**config.mk**
```make
export PLATFORM = sky130hd
export DESIGN_NAME = rd53_weight_acc
export DESIGN_NICKNAME = d
export VERILOG_FILES = /design/src/rtl/rd53_pkg.sv /design/src/rtl/rd53_weight_acc.sv
export SDC_FILE = /design/constraint.sdc
export NUM_CORES = 1
export LEC_CHECK = 0
export BUFFER_PORTS_ARGS = -buffer_cell sky130_fd_sc_hd__buf_2
export CAP_MARGIN = 20
export CORE_AREA = 2 2 39 41
export DETAILED_ROUTE_END_ITERATION = 7
export DIE_AREA = 0 0 41 43
export SYNTH_ARGS = -nofsm -noshare
export SYNTH_HDL_FRONTEND = slang
export SYNTH_SLANG_ARGS = --single-unit
```
**constraint.sdc**
```tcl
create_clock -name clk -period 2.75 [get_ports clk]
set_input_delay 0.275 -clock clk [delete_from_list [all_inputs] [get_ports clk]]
set_output_delay 0.275 -clock clk [all_outputs]
set_load 0.02 [all_outputs]
```
**src/rtl/rd53_pkg.sv**
```systemverilog
// Shared definitions for the rd53 serial checker family.
package rd53_pkg;

  localparam int DATA_W_DEF = 5;
  localparam int CNT_W_DEF  = 3;

  typedef enum logic [1:0] {
    ST_RECV = 2'd0,
    ST_PAR  = 2'd1,
    ST_HOLD = 2'd2
  } state_e;

  // Ceiling log2 with a fixed-bound loop so it elaborates as a constant.
  function automatic int clog2(input int value);
    int r;
    r = 0;
    for (int i = 0; i < 32; i++) begin
      if ((longint'(1) << i) < longint'(value)) begin
        r = i + 1;
      end
    end
    return r;
  endfunction

endpackage

```
**src/rtl/rd53_weight_acc.sv**
```systemverilog
// Serial ones-counter: adds one incoming bit per enabled cycle.
module rd53_weight_acc
  import rd53_pkg::*;
#(
  parameter int CNT_W = CNT_W_DEF
) (
  input  logic             clk,
  input  logic             rst_n,
  input  logic             clr,
  input  logic             en,
  input  logic             bit_in,
  output logic [CNT_W-1:0] count
);

  logic [CNT_W-1:0] count_q;
  logic [CNT_W-1:0] count_d;

  // Clear wins over enable so an abort never leaks a stray count.
  always_comb begin
    count_d = count_q;
    if (clr) begin
      count_d = '0;
    end else if (en) begin
      count_d = count_q + {{(CNT_W-1){1'b0}}, bit_in};
    end
  end

  // Count register.
  always_ff @(posedge clk or negedge rst_n) begin
    if (!rst_n) begin
      count_q <= '0;
    end else begin
      count_q <= count_d;
    end
  end

  assign count = count_q;

endmodule

```
-- Yosys cells after proc, flatten, opt, wreduce, memory -nomap -nowiden
Index checks and enable logic that the tools add are counted.
- word-level logic and storage cells: 5
- output and inout bits: 3
- bits of input ports: 5
- register bits after elaboration: 3
- add/sub/neg operators: 1
- mux-type cells: 2
- reductions and logical operators: 1
- operators by type and width (kind ; number):
    2-to-1 mux 3 bit ; 2
    adder 3 x 1 -> 3 bit ; 1
    nonzero test 2 bit ; 1

-- Logic depth before layout (Yosys ltp)
Gate-level depths: netlist of the first run.
- word-level depth: 3
- mapped depth: 4
- mapped depth without buffers: 4

-- Worst setup path after synthesis of the first run
No wires, ideal clock.
- path kind: register -> register
- start point: register count_q[0] (netlist: count[0])
- end point: register count_q[1] (netlist: count[1])
- path slack: 1.557 ns
- required time: 2.632 ns
- stages on the path, launching flop included: 5
- arrival time: 1.074 ns
- period minus slack after synthesis: 1.193 ns
- path through: dfrtp_1 ha_1 ha_1 mux2i_1 nor2_1
- cells in the longest elaborated chain, start to end: 3
- ends and longest elaborated chain (item ; RTL line ; RTL):
    start: declaration ; rd53_weight_acc.sv:15 ; logic [CNT_W-1:0] count_q;
    start signal: assignment ; rd53_weight_acc.sv:33 ; count_q <= count_d;
    adder 3 x 1 -> 3 bit ; rd53_weight_acc.sv:24 ; count_d = count_q + {{(CNT_W-1){1'b0}}, bit_in};
    2-to-1 mux 3 bit ; rd53_weight_acc.sv:23 ; end else if (en) begin
    2-to-1 mux 3 bit ; rd53_weight_acc.sv:21 ; if (clr) begin
Every way passes these cells. The select of a mux whose other input is x is not followed.
A chain may end at the register's enable or synchronous reset.

-- Final worst setup path of the first run
Ends and elaborated chain as after synthesis.

==> results.tsv, run 1 <==
metric	value	unit
antenna violations before repair	0	
PortBufs	7	
Crit Path Class	register to register	
DRC errors left	0	
number of flip-flops in the largest register	3	
fin cells	40	
Crit-path slowest cell	dfrtp_1	
DR iter-0 viols	1	
All-Layer GR Usage	4.73	%
slowest cell delay on critical path	0.38	ns
Congestion Overflow GR	0	
Design Power	0.139	mW
commonest non-fill, non-tap cell in the layout	buf_2	
final wirelength	320	microns
Setup-failing EPs final	0	
CTS root buf	clkbuf_4	
largest net degree at the start of global routing	5	
mux cell area share after synthesis	13.0	%
clock slew at reported path FFs	0.04	ns
Worst Setup End Kind	register	
post-cts sizing count	0	
fin. max-slew vios	0	
first-pass GRT wire length	427	microns
DR WL/cell	8.00	microns
leakage	0.132	nW
Max Fclk	0.867	GHz
Syn Area/Cell	12.8	sq um
commonest cells after routing, fill and taps aside	buf_2, clkbuf_4, dfrtp_1	
layout cell share with drive strength beyond 1	45.8	%
CTS tree	built	
Starting Density	11.1	%
largest family of logic cells by synthesized area	adder cells	
row cnt	14	
syn_nets	19	
Layout fillers	152	
worst setup margin	1.60	ns
reg2reg end	count[1]$_DFFE_PN0P_	
via count of the first global-routing pass	124	
setup TNS	0	ns
CTS buffer count	3	
worst path arrival time	1.27	ns
n_diodes	0	
IO Count	8	
Synth cell types	7	
Detail Route Antenna Nets	0	
placed cells	35	
Core Util, Final	17.7	%
simple-gate share of the synthesized area	9.76	%
run status	finished, final reports clean	
Die Y	43	microns
compound-cell area share of the yosys netlist	12.2	%
pwr/cell area	567	nW/um^2
CP most frequent cell	ha_1	
synthesis-stage register bit count	3	
unrepaired setup endpoints after global routing	no	
First-pass DRT Iterations	2	
Worst Reg-to-Reg Cells	4	
CTS Buffer Depth	2	
Nets	32	
Critical Path Fanout Max	3	
CP Data Required Time	2.87	ns
Setup Skew	0.000283	ns
CP endpoint	count[1]$_DFFE_PN0P_	
synth warn	0	
sequential share of the synthesized area	48.8	%
Die Area	1760	sq um
vias	126	
Worst setup SP type	register	
Final Hold Violating Endpoints	0	
reg2reg start	count[0]$_DFFE_PN0P_	
Hold Crit Class	primary input to register	
area grow syn2layout	59.3	%
Synth Cell Area	154	sq um
CTS Sinks	3	
pre-CTS setup slack	1.59	ns
RePlAce Congestion	0.493	
Least-Margin Pin Slew	0.133	ns
vias per inst	3.15	
Die W	41	microns
XOR/XNOR Fraction of Synth Area	0	%
worst skew pair latency	0.23	ns
Adder-Cell Fraction of Synth Area	16.3	%
relative slew slack	90.9	%
post-route cell area	245	sq um
Critical Path Start	count[0]$_DFFE_PN0P_	
DP Area	209	sq um
CTS H-tree depth	1	
VDD IR max	97.9	uV
Max-Cap Viols	0	
core area	1380	sq um
Syn Inst Count	12	
minimum clock period	1.15	ns
Worst R2R Setup Slack	1.60	ns
CP Cell Sequence	ha_1 > ha_1 > mux2i_1 > nor2_1	
Final period util	41.9	%
hold slack	0.245	ns
layer usage:
metal | share of wire [%] | wire length, microns | global-route usage [%]
met2 | 42 | 135 | 5.00
met1 | 43 | 136 | 4.21
met4 | 0 | 0 | 6.00
met5 | 0 | 0 | 0
met3 | 15 | 48 | 4.71
cell type report:
class,count,area [sq um],share of cell area [%]
clock buffers,4,26.3,10.7
flip-flops and latches,3,75.1,30.6
repair buffers,8,45.0,18.4
well taps,16,20.0,8.16
multi-input cells,9,78.8,32.1
worst min path at each step:
stage,slack (ns),from,endpoint,depth (start not counted)
3_3_place_gp,0.07,rst_n,count[2]$_DFFE_PN0P_,1
4_1_cts,0.24,clr,count[2]$_DFFE_PN0P_,2
2_1_floorplan,-0.02,rst_n,count[0]$_DFFE_PN0P_,0
6_report,0.24,clr,count[2]$_DFFE_PN0P_,2
5_1_grt,0.24,clr,count[2]$_DFFE_PN0P_,2
3_5_place_dp,0.07,rst_n,count[2]$_DFFE_PN0P_,1
where the power goes:
| group | switching, mW | total [mW] | internal (mW) |
|---|---|---|---|
| clock network | 0.0215 | 0.0758 | 0.0543 |
| registers | 0.00139 | 0.0477 | 0.0463 |
| logic | 0.00830 | 0.0157 | 0.00738 |
| total | 0.0312 | 0.139 | 0.108 |
logic make-up after synthesis:
logic type                 Yosys count
muxes                                2
and+or+nand+nor                      3
adders and majority gates            2
AOI/OAI and AO/OA                    2
DFF                                  3
Yosys cell counts:
| cell | count | area [sq um] |
|---|---|---|
| a21oi_2 | 1 | 8.76 |
| a21bo_1 | 1 | 10.0 |
| dfrtp_1 | 3 | 75.1 |
| mux2i_1 | 2 | 20.0 |
| nand3b_1 | 1 | 7.51 |
| ha_1 | 2 | 25.0 |
| nor2_1 | 2 | 7.51 |
repair_timing:
item,4_1_cts,5_1_grt
endpoints found under the hold margin,3,0
hold buffers,1,0
setup buffers,0,0
critical path, delay by kind of cell (launching register included):
family	cells	cell delay, ns
DFF	1	0.38
adders and majority gates	2	0.46
and+or+nand+nor	1	0.05
muxes	1	0.14
No activity file was read; power rests on OpenSTA's default activity.
==> inputs of run 2 (changes only) <==
==> constraint.sdc (replaced) <==
create_clock -name clk -period 1.19 [get_ports clk]
set_input_delay 0.119 -clock clk [delete_from_list [all_inputs] [get_ports clk]]
set_output_delay 0.119 -clock clk [all_outputs]
set_load 0.02 [all_outputs]
==> run 2 against run 1 <==
  * Critical path depth did not move
  * Sequential share of layout area barely moved
  * Flip-flop and latch count did not move
  * Global-route usage rose by 0.80 points
  * Clock skew rose by 0.00056 ns
  * Via count rose by 8.7%
  * Utilization rose by 0.27 points
  * Worst setup slack got worse by 1.5 ns
  * Routed wire length rose by 11%
  * Count of clock-buffer cells in the layout did not move
  * Largest cell class unchanged
==> results.tsv, run 2 (synthesized netlist as in run 1, its figures left out) <==
metric	value	unit
PortBufs	7	
commonest non-fill, non-tap cell in the layout	buf_2	
n_diodes	0	
row cnt	14	
vias	137	
largest net degree at the start of global routing	5	
Layout fillers	157	
setup TNS	0	ns
Worst Setup End Kind	register	
unrepaired setup endpoints after global routing	no	
VDD IR max	280	uV
Die Y	43	microns
Worst Reg-to-Reg Cells	4	
Setup-failing EPs final	0	
DR WL/cell	8.88	microns
HP Start	clr	
core area	1380	sq um
Setup Skew	0.000842	ns
CTS Sinks	3	
clock slew at reported path FFs	0.04	ns
CTS root buf	clkbuf_4	
Die W	41	microns
Worst setup SP type	register	
CTS Buffer Depth	2	
area grow syn2layout	61.8	%
CP Data Required Time	1.31	ns
DR iter-0 viols	0	
Hold Crit Class	primary input to register	
Final Hold Violating Endpoints	0	
Critical Path Fanout Max	3	
reg2reg end	count[1]$_DFFE_PN0P_	
Congestion Overflow GR	0	
RePlAce Congestion	0.519	
First-pass DRT Iterations	1	
antenna violations before repair	0	
commonest cells after routing, fill and taps aside	buf_2, clkbuf_4, mux2i_1, nor2_1, dfrtp_1	
vias per inst	3.43	
number of flip-flops in the largest register	3	
run status	finished, final reports clean	
Design Power	0.329	mW
Max Fclk	0.880	GHz
worst path arrival time	1.26	ns
Least-Margin Pin Slew	0.133	ns
DP Area	210	sq um
pwr/cell area	1320	nW/um^2
Max-Cap Viols	0	
CTS tree	built	
leakage	0.129	nW
CTS H-tree depth	1	
via count of the first global-routing pass	135	
IO Count	8	
Hold Path Cell Cnt	2	
Nets	32	
Starting Density	11.1	%
Final period util	95.5	%
worst skew pair latency	0.23	ns
Die Area	1760	sq um
Detail Route Antenna Nets	0	
relative slew slack	90.9	%
reg2reg start	count[0]$_DFFE_PN0P_	
CTS buffer count	3	
All-Layer GR Usage	5.53	%
Hold Path Sink	count[2]$_DFFE_PN0P_	
Crit Path Class	register to register	
DRC errors left	0	
minimum clock period	1.14	ns
first-pass GRT wire length	489	microns
layout cell share with drive strength beyond 1	54.2	%
post-route cell area	249	sq um
final wirelength	355	microns
fin. max-slew vios	0	
Worst R2R Setup Slack	0.05	ns
==> run 2: cell counts in the layout (fill, tap and decap cells not counted) <==
No cell type changed its count.
==> run 2: worst max path at each step <==
stage                                     from                   end  slack [ns]  depth (start not counted)
after detailed placement  count[0]$_DFFE_PN0P_  count[1]$_DFFE_PN0P_        0.03                          4
final                     count[0]$_DFFE_PN0P_  count[1]$_DFFE_PN0P_        0.05                          4
after global placement    count[0]$_DFFE_PN0P_  count[1]$_DFFE_PN0P_        0.05                          4
after floorplan           count[0]$_DFFE_PN0P_  count[1]$_DFFE_PN0P_        0.02                          4
after CTS                 count[0]$_DFFE_PN0P_  count[1]$_DFFE_PN0P_        0.03                          4
after global routing      count[0]$_DFFE_PN0P_  count[1]$_DFFE_PN0P_       0.006                          4
==> run 2: timing repair <==
action,4_1_cts,5_1_grt
gates resized for setup,0,1
setup endpoints to repair,0,1
hold buffers,1,0
hold endpoints to repair,3,0
setup buffers,0,0
==> run 2: through the flow <==
| stage | setup slack, ns | utilization [%] | hold slack [ns] | cells |
|---|---|---|---|---|
| 4_1_cts | 0.0281 | 17.8 | 0.0714 | 40 |
| 3_5_place_dp | 0.0340 | 15.2 | -0.0861 | 35 |
| 6_report | 0.0532 | 18.0 | 0.0770 | 40 |
| 3_3_place_gp | 0.0488 | 15.2 | -0.0823 | 35 |
| 2_1_floorplan | 0.0218 | - | -0.177 | 12 |
| 5_1_grt | 0.00558 | 18.0 | 0.0761 | 40 |
==> run 2: cell type report <==
| type | count | area [sq um] | area share, % |
|---|---|---|---|
| Multi-Input combinational cell | 9 | 81.3 | 32.7 |
| Sequential cell | 3 | 76.3 | 30.7 |
| Timing Repair Buffer | 8 | 45.0 | 18.1 |
| Clock buffer | 4 | 26.3 | 10.6 |
| Tap cell | 16 | 20.0 | 8.04 |
==> run 2: where the power goes <==
part | switching, mW | internal [mW]
clock network | 0.0550 | 0.126
registers | 0.00329 | 0.107
logic | 0.0197 | 0.0174
==> run 2: critical path: stages, from the launching register on <==
cell and delay [ns]:
dfrtp_2 0.40, ha_2 0.17, ha_1 0.26, mux2i_1 0.14
nor2_1 0.05
==> run 2: metal layers <==
| metal | wire length (microns) | vias to the layer above | GRT usage (%) |
|---|---|---|---|
| met1 | 144 | 56 | 3.87 |
| met5 | 0 | - | 0 |
| met2 | 134 | 10 | 5.94 |
| met3 | 52 | 4 | 6.28 |
| li1 | - | 67 | - |
| met4 | 24 | 0 | 8.00 |
==> inputs of run 3 (changes only) <==
--- a/config.mk
+++ b/config.mk
@@ -5,11 +5,13 @@
 export SDC_FILE = /design/constraint.sdc
 export NUM_CORES = 1
 export LEC_CHECK = 0
+export ABC_AREA = 1
 export BUFFER_PORTS_ARGS = -buffer_cell sky130_fd_sc_hd__buf_2
 export CAP_MARGIN = 20
 export CORE_AREA = 2 2 39 41
 export DETAILED_ROUTE_END_ITERATION = 7
 export DIE_AREA = 0 0 41 43
+export MAX_ROUTING_LAYER = met4
 export SYNTH_ARGS = -nofsm -noshare
 export SYNTH_HDL_FRONTEND = slang
 export SYNTH_SLANG_ARGS = --single-unit
==> constraint.sdc (replaced) <==
create_clock -name clk -period 1.19 [get_ports clk]
set_input_delay 0.119 -clock clk [delete_from_list [all_inputs] [get_ports clk]]
set_output_delay 0.119 -clock clk [all_outputs]
set_load 0.1 [all_outputs]
==> run 3 against run 2 <==
  * Total power up 20%
  * Fmax up 1.4%
  * Critical path depth unchanged
  * Die area unchanged
  * Synthesized area down 2.4%
  * Synthesized cell count up 42%
  * Via count up 8.0%
  * Routed wire length up 1.1%
  * Clock power down 6%
  * Register-to-register slack better by 0.02 ns
  * Critical endpoint unchanged
==> results.tsv, run 3 <==
metric	value	unit
run status	finished, final reports clean	
CP Data Required Time	1.30	ns
CTS buffer count	3	
part of the power in registers	30.8	%
Adder-Cell Fraction of Synth Area	16.7	%
GR Util met1	5.83	%
post-cts sizing count	0	
All-Layer GR Usage	6.39	%
compound-cell area share of the yosys netlist	10.0	%
Crit Path Class	register to register	
post-route cell area	327	sq um
GRT met3 Usage	7.85	%
Die W	41	microns
final wirelength	359	microns
Setup Skew	0.00148	ns
DP Area	290	sq um
area grow syn2layout	117	%
combinational fraction of design power	25.9	%
Starting Density	10.8	%
slowest cell delay on critical path	0.50	ns
row cnt	14	
placed cells	40	
Die Area	1760	sq um
synth warn	0	
mux cell area share after synthesis	0	%
pwr/cell area	1210	nW/um^2
vias per inst	3.29	
pre-CTS setup slack	0.0762	ns
unrepaired setup endpoints after global routing	no	
Yosys top cell area share	50.0	%
IO Count	8	
n_diodes	0	
leakage	0.141	nW
commonest non-fill, non-tap cell in the layout	nor2_1	
worst path arrival time	1.23	ns
Setup-failing EPs final	0	
XOR/XNOR Fraction of Synth Area	0	%
Design Power	0.396	mW
largest net degree at the start of global routing	6	
number of flip-flops in the largest register	3	
worst setup margin	0.0690	ns
clock network power share	43.4	%
DRC errors left	0	
CTS Buffer Depth	2	
PortBufs	7	
First-pass DRT Iterations	3	
Congestion Overflow GR	0	
CTS H-tree depth	1	
synthesis-stage register bit count	3	
CTS root buf	clkbuf_4	
Top Usage Layer GRT	met2	
EDFF count, synth	0	
largest family of logic cells by synthesized area	simple AND/OR/NAND/NOR gates	
fin cells	45	
antenna violations before repair	0	
Detail Route Antenna Nets	0	
CP Cell Sequence	ha_4 > ha_4 > nor2_1 > nor2_1	
via count of the first global-routing pass	177	
Syn Inst Count	17	
Max-Cap Viols	0	
switching share of power	30.1	%
Core Util, Final	23.6	%
Synth Cell Area	150	sq um
Crit-path slowest cell	dfrtp_4	
Hold Crit Class	primary input to register	
Worst R2R Setup Slack	0.07	ns
DR WL/cell	7.98	microns
Max Fclk	0.892	GHz
commonest cells after routing, fill and taps aside	nor2_1, buf_2, clkbuf_4, buf_12	
Least-Margin Pin Slew	0.150	ns
DR iter-0 viols	3	
Critical Path Fanout Max	3	
simple-gate share of the synthesized area	18.3	%
first-pass GRT wire length	669	microns
Die Y	43	microns
syn_nets	24	
Sw Pwr	0.119	mW
post-synth top area cell	dfrtp_1	
VDD IR max	559	uV
Cell Int Power	0.277	mW
most frequent cells after synthesis	nor2_1, dfrtp_1, ha_1, inv_1, o21ai_0	
minimum clock period	1.12	ns
Worst setup SP type	register	
CTS Sinks	3	
Syn Area/Cell	8.83	sq um
core area	1380	sq um
Worst Setup End Kind	register	
Nets	37	
vias	148	
fin. max-slew vios	0	
worst skew pair latency	0.23	ns
Synth cell types	8	
CTS tree	built	
RePlAce Congestion	0.755	
sequential share of the synthesized area	50.0	%
Final period util	94.2	%
top-count cell post-synth	nor2_1	
Synth Flop Type	dfrtp_1	
Synth area leaders	dfrtp_1, ha_1, nor2_1, o21ai_0, inv_1	
clock slew at reported path FFs	0.03	ns
asr flop ratio synth	100	%
layout cell share with drive strength beyond 1	58.6	%
met2 Usage GRT	8.13	%
relative slew slack	89.9	%
Final Hold Violating Endpoints	0	
-- run 3: changes by cell type after synthesis, moves of 2 or more --
cell and change:
o21ai_0 +2, inv_1 +2, nor2_1 +3, mux2i_1 -2
-- run 3: path summary, 6_finish.rpt --
path / startpoint / to / cells past startpoint
worst max-delay path: count[0]$_DFFE_PN0P_ / count[1]$_DFFE_PN0P_ / 4
worst min-delay path: clr / count[2]$_DFFE_PN0P_ / 4
worst max register to register: count[0]$_DFFE_PN0P_ / count[1]$_DFFE_PN0P_ / 4
worst min register to register: count[2]$_DFFE_PN0P_ / count[2]$_DFFE_PN0P_ / 2
max in group asynchronous: rst_n / count[0]$_DFFE_PN0P_ / 2
min in group asynchronous: rst_n / count[2]$_DFFE_PN0P_ / 2
-- run 3: cell type report --
class | count | area, sq um
Tap cell | 16 | 20.0
Clock buffer | 4 | 26.3
Inverter | 2 | 7.51
Multi-Input combinational cell | 12 | 101
Fill cell | 149 | 1060
Timing Repair Buffer | 8 | 90.1
Sequential cell | 3 | 81.3
-- run 3: what timing repair did --
| item | 4_1_cts | 5_1_grt |
|---|---|---|
| hold endpoints to repair | 3 | 0 |
| hold buffers | 1 | 0 |
| buffers inserted | 0 | 0 |
-- run 3: through the flow --
| step | hold slack [ns] | TNS (ns) |
|---|---|---|
| floorplan | -0.177 | -0.117 |
| global placement | -0.0831 | 0 |
| detailed placement | -0.0811 | 0 |
| CTS | 0.133 | 0 |
| global route | 0.156 | 0 |
| finish | 0.138 | 0 |
-- run 3: metal layers --
metal | vias up | routed length (microns)
met1 | 64 | 152
li1 | 80 | -
met4 | 0 | 0
met3 | 0 | 34
met2 | 4 | 171
met5 | - | 0
-- run 3: logic make-up after synthesis --
logic type,after synthesis
AND/OR/NAND/NOR,7
AO/OA/AOI/OAI,3
buffers and inverters,2
adder cells (fa/ha/maj),2
flip-flops,3
-- run 3: power by group through the flow --
| stage | clock (mW) | combinational [mW] | sequential (mW) |
|---|---|---|---|
| floorplan | 0 | 0.0193 | 0.161 |
| global placement | 0 | 0.0990 | 0.123 |
| detailed placement | 0 | 0.101 | 0.123 |
| CTS | 0.182 | 0.104 | 0.122 |
| global route | 0.193 | 0.111 | 0.123 |
| finish | 0.171 | 0.102 | 0.122 |
-- run 3: critical path: cells and delay by family (launching register included) --
kind / cells / cell delay [ns]
flip-flops: 1 / 0.50
adder cells (fa/ha/maj): 2 / 0.38
AND/OR/NAND/NOR: 2 / 0.12
